## config.mk

```make
export PLATFORM = sky130hd
export DESIGN_NAME = rptr_ctrl
export DESIGN_NICKNAME = d
export VERILOG_FILES = /design/src/rtl/fifo_ptr_pkg.sv /design/src/rtl/gray2bin.sv /design/src/rtl/rptr_ctrl.sv
export SDC_FILE = /design/constraint.sdc
export NUM_CORES = 1
export LEC_CHECK = 0
export ABC_AREA = 1
export BUFFER_PORTS_ARGS = -buffer_cell sky130_fd_sc_hd__buf_2
export CORE_MARGIN = 5
export CORE_UTILIZATION = 50
export CTS_CLUSTER_DIAMETER = 150
export DETAILED_ROUTE_END_ITERATION = 12
export GPL_TIMING_DRIVEN = 0
export MAX_ROUTING_LAYER = met4
export PLACE_DENSITY = 0.76
export REMOVE_ABC_BUFFERS = 1
export SLEW_MARGIN = 20
export SYNTH_ARGS = -nofsm -noshare
export SYNTH_HDL_FRONTEND = slang
export SYNTH_HIERARCHICAL = 1
export SYNTH_SLANG_ARGS = --single-unit
```

## constraint.sdc

```tcl
create_clock -name rclk -period 2.7 [get_ports rclk]
set_clock_uncertainty 0.15 [all_clocks]
set_input_delay 0.405 -clock rclk [delete_from_list [all_inputs] [get_ports rclk]]
set_output_delay 0.405 -clock rclk [all_outputs]
set_load 0.01 [all_outputs]
```

## src/rtl/fifo_ptr_pkg.sv

```systemverilog
// Shared pointer helpers for the async-FIFO read and write pointer controllers.
// The functions work on a wide word; narrower pointers are zero-extended on entry.
package fifo_ptr_pkg;

    localparam int PTR_WORD_W = 32;

    typedef logic [PTR_WORD_W-1:0] ptr_word_t;

    // Pointers carry one extra wrap bit beyond the RAM address.
    function automatic int ptr_width(input int addr_w);
        return addr_w + 1;
    endfunction

    function automatic ptr_word_t bin2gray(input ptr_word_t bin);
        return bin ^ (bin >> 1);
    endfunction

    function automatic ptr_word_t gray2bin(input ptr_word_t gray);
        ptr_word_t bin;
        bin[PTR_WORD_W-1] = gray[PTR_WORD_W-1];
        for (int i = PTR_WORD_W - 2; i >= 0; i--) begin
            bin[i] = bin[i+1] ^ gray[i];
        end
        return bin;
    endfunction

endpackage

```

## src/rtl/gray2bin.sv

```systemverilog
// Width-parameterised Gray-to-binary converter (prefix XOR from the MSB down).
module gray2bin #(
    parameter int W = 4
) (
    input  logic [W-1:0] gray_i,
    output logic [W-1:0] bin_o
);

    always_comb begin
        // NOTE: every bit is assigned on every pass, so no latch can be inferred.
        bin_o[W-1] = gray_i[W-1];
        for (int i = W - 2; i >= 0; i--) begin
            bin_o[i] = bin_o[i+1] ^ gray_i[i];
        end
    end

endmodule

```

## src/rtl/rptr_ctrl.sv

```systemverilog
// Async-FIFO read-pointer controller: Gray/binary read pointer, empty/almost-empty flags, level.
// Build option: define RPTR_UNDERFLOW_DET_EN to add the sticky read-while-empty detector.
module rptr_ctrl
    import fifo_ptr_pkg::*;
#(
    parameter int ADDR_W    = 3,
    parameter int AEMPTY_TH = 1
) (
    input  logic                rclk,
    input  logic                rrst_n,
    input  logic                r_en,
    input  logic [ADDR_W:0]     g_wptr_sync,
    output logic                r_fire,
    output logic [ADDR_W-1:0]   raddr,
    output logic [ADDR_W:0]     g_rptr,
    output logic                empty,
    output logic                almost_empty,
    output logic [ADDR_W:0]     rlevel,
    output logic                underflow
);

    localparam int PTR_W = ptr_width(ADDR_W);
    localparam logic [PTR_W-1:0] AEMPTY_LVL = PTR_W'(AEMPTY_TH);

    logic [PTR_W-1:0] b_rptr_q, b_rptr_d;
    logic [PTR_W-1:0] g_rptr_q, g_rptr_d;
    logic [PTR_W-1:0] rlevel_q, rlevel_d;
    logic             empty_q, empty_d;
    logic             aempty_q, aempty_d;
    logic [PTR_W-1:0] wptr_bin;

    gray2bin #(
        .W (PTR_W)
    ) u_wptr_g2b (
        .gray_i (g_wptr_sync),
        .bin_o  (wptr_bin)
    );

    // A read while empty is never accepted, so the pointers cannot overtake the writer.
    assign r_fire = r_en & ~empty_q;

    // Flags and level look at the post-read pointer and the current write pointer together,
    // so a write landing in the same cycle as a read is accounted for immediately.
    always_comb begin
        b_rptr_d = b_rptr_q + {{(PTR_W-1){1'b0}}, r_fire};
        g_rptr_d = b_rptr_d ^ (b_rptr_d >> 1);
        rlevel_d = wptr_bin - b_rptr_d;
        empty_d  = (g_rptr_d == g_wptr_sync);
        aempty_d = (rlevel_d <= AEMPTY_LVL);
    end

    always_ff @(posedge rclk or negedge rrst_n) begin
        if (!rrst_n) begin
            b_rptr_q <= '0;
            g_rptr_q <= '0;
            rlevel_q <= '0;
            empty_q  <= 1'b1;
            aempty_q <= 1'b1;
        end else begin
            // NOTE: non-blocking updates keep every register sampling pre-edge values.
            b_rptr_q <= b_rptr_d;
            g_rptr_q <= g_rptr_d;
            rlevel_q <= rlevel_d;
            empty_q  <= empty_d;
            aempty_q <= aempty_d;
        end
    end

    assign raddr        = b_rptr_q[ADDR_W-1:0];
    assign g_rptr       = g_rptr_q;
    assign rlevel       = rlevel_q;
    assign empty        = empty_q;
    assign almost_empty = aempty_q;

`ifdef RPTR_UNDERFLOW_DET_EN
    logic underflow_q;

    always_ff @(posedge rclk or negedge rrst_n) begin
        if (!rrst_n) begin
            underflow_q <= 1'b0;
        end else if (r_en & empty_q) begin
            underflow_q <= 1'b1;
        end
    end

    assign underflow = underflow_q;
`else
    assign underflow = 1'b0;
`endif

endmodule

```

==> run summary <==
outcome - complete, no violations
Worst-path clk slew - 0.08 ns
Horiz. Die Dim - 50.9 µm
post-synthesis xor/xnor area fraction - 0
combinational family with the most area after synthesis - simple AND/OR/NAND/NOR gates
Multi-input gate area - 418 µm²
largest net degree at the start of global routing - 14
fin crit share - 0.863
synth warn - 6
Max rail drop VDD - 0.461 mV
met3 WL - 99 µm
Routed Antenna Nets - 0
fin nets - 155
Fin. Hold Viols - 0
layout overhead on the synthesized area - 16.9%
most frequent cells in the layout - 47 x nand2_1, 20 x inv_1, 20 x buf_2
Setup TNS Final - 0 ns
gr usage total - 0.153
vias in the first global route - 730
Setup Fix Bufs, Post-CTS - 0
RSZ-0062 raised after global routing - false
CP required - 2.76 ns
clock latency on the worst-skew pair - 0.27 ns
Slew Viols, Final - 0
initial antenna violation count - 0
Placed Cells - 154
met2 WL - 871 µm
area of the mapped netlist - 836 µm²
FF/Latch Area - 328 µm²
row count - 14
Fin Hold WS - 0.282 ns
Mapped Avg Cell Area - 6.97 µm²
CTS tree - yes
H-tree levels - 1
sequential element share of the synthesized area - 0.392
fill cell count - 145
initial core utilization - 0.542
Die Y-Extent - 50.9 µm
ANT cells - 0
fmax - 429 MHz
Yosys reg bits - 13
CP arrival - 2.39 ns
routed metal-1 wirelength - 707 µm
Final HPWL DP - 1390 µm
critical path class - reg -> reg
Tightest Hold Check Type - in -> reg
1st-pass router iterations - 4
Vias/cell - 5.04
Total Power - 0.00118 W
Ports - 22
Num Clock Sinks - 13
mux share of post-synthesis cell area - 0
clk root buf - clkbuf_4
crit start category - flop
Synth Area in Simple Gates - 0.430
Total Wirelength - 1710 µm
layout cells sized above 1 - 0.231
Max-cap violations - 0
setup ws final - 0.370 ns
routed vias - 802
port buffer count - 20
post-synthesis compound-gate area fraction - 0.00599
residual overflow from global routing - 0
CTS buffer count - 3
Die Area - 2590 µm²
Tmin final - 2.33 ns
final setup vio count - 0
post-synthesis adder-cell area fraction - 0.0599
first-pass GRT wire length - 3010 µm
Avg WL per Cell - 10.7 µm
gpl congestion - 0.779
Unique masters post-synth - 15
clk buf depth - 2
non-filler cells, final - 159
DRC - 0
core box area - 1540 µm²
post-place setup slack - 0.324 ns
DR iter-0 viols - 8
top sig layer - met4
power per cell area - 1210 nW/µm²
endpoint type of the worst setup path - flop
cells after synthesis - 120
Crit Path Max Fanout - 5
Pleak - 0.608 nW
commonest non-fill, non-tap cell in the layout - nand2_1
[cell type report]
cell class | instances | share of cell area
multi-input cells | 85 | 0.428
flip-flops and latches | 13 | 0.335
repair buffers | 21 | 0.113
inverters | 20 | 0.0768
clock buffers | 4 | 0.0269
well taps | 16 | 0.0205
[sequential cells by signal, summed over array words and instances (netlist names)]
signal and cells:
almost_empty 1, empty 1, g_rptr 3, rlevel 4, b_rptr_q 4
[layer usage]
metal / track usage / up-vias
li1: - / 411
met1: 0.189 / 363
met2: 0.252 / 24
met3: 0.0174 / 4
met4: 0.0638 / 0
met5: - / -
[worst paths after layout]
path	startpoint	to	slack (ns)	cells after the start
setup / recovery	empty$_DFF_PN1_	almost_empty$_DFF_PN1_	0.37	13
hold / removal	g_wptr_sync[2]	empty$_DFF_PN1_	0.28	4
setup reg to reg	empty$_DFF_PN1_	almost_empty$_DFF_PN1_	0.37	13
hold reg to reg	b_rptr_q[0]$_DFF_PN0_	b_rptr_q[0]$_DFF_PN0_	0.45	1
max in group asynchronous	rrst_n	almost_empty$_DFF_PN1_	1.68	2
min in group asynchronous	rrst_n	b_rptr_q[1]$_DFF_PN0_	0.43	2
[report_power, final]
part	switching, W	internal (W)	leakage (nW)	total [W]
Combinational	0.000447	0.000264	0.440	0.000711
Sequential	0.0000463	0.000301	0.153	0.000347
Clock	0.0000622	0.0000571	0.0150	0.000119
[cell usage after synthesis]
cell      instances  area share
a21oi_1           1      0.0060
buf_4             2       0.018
conb_1            1      0.0045
dfrtp_1          11        0.33
dfstp_2           2       0.063
ha_1              4       0.060
inv_1            20       0.090
nand2_1          47        0.21
nand2_2           4       0.030
nand3_1          12       0.072
nand3_2           3       0.036
nand3b_1          3       0.027
nand4_1           2       0.015
nor2_1            7       0.031
nor2_2            1      0.0075
[logic make-up after synthesis]
logic type                 after synthesis
AOI/OAI and AO/OA                        1
buffers and inverters                   22
other                                    1
and+or+nand+nor                         79
DFF                                     13
adders and majority gates                4
[metrics by stage]
step / cell area (µm²) / utilization
floorplan: 821 / -
global placement: 941 / 0.610
detailed placement: 941 / 0.610
CTS: 977 / 0.634
global route: 977 / 0.634
finish: 977 / 0.634
[worst max-delay path: stages (launching register included)]
cell and delay [ns]:
dfstp_2 0.53, nor2_1 0.06, ha_1 0.23, ha_1 0.37
inv_1 0.12, nand2_1 0.07, inv_1 0.07, nor2_1 0.05
ha_1 0.18, nor2_1 0.13, inv_1 0.05, nand2_1 0.08
nand3b_1 0.08, nor2_2 0.10
[repair_timing]
| item | 4_1_cts | 5_1_grt |
|---|---|---|
| resized for setup | 0 | 0 |
| hold buffers | 1 | 0 |
| endpoints found under the hold margin | 11 | 0 |
Power figures use the tool's default switching activity.
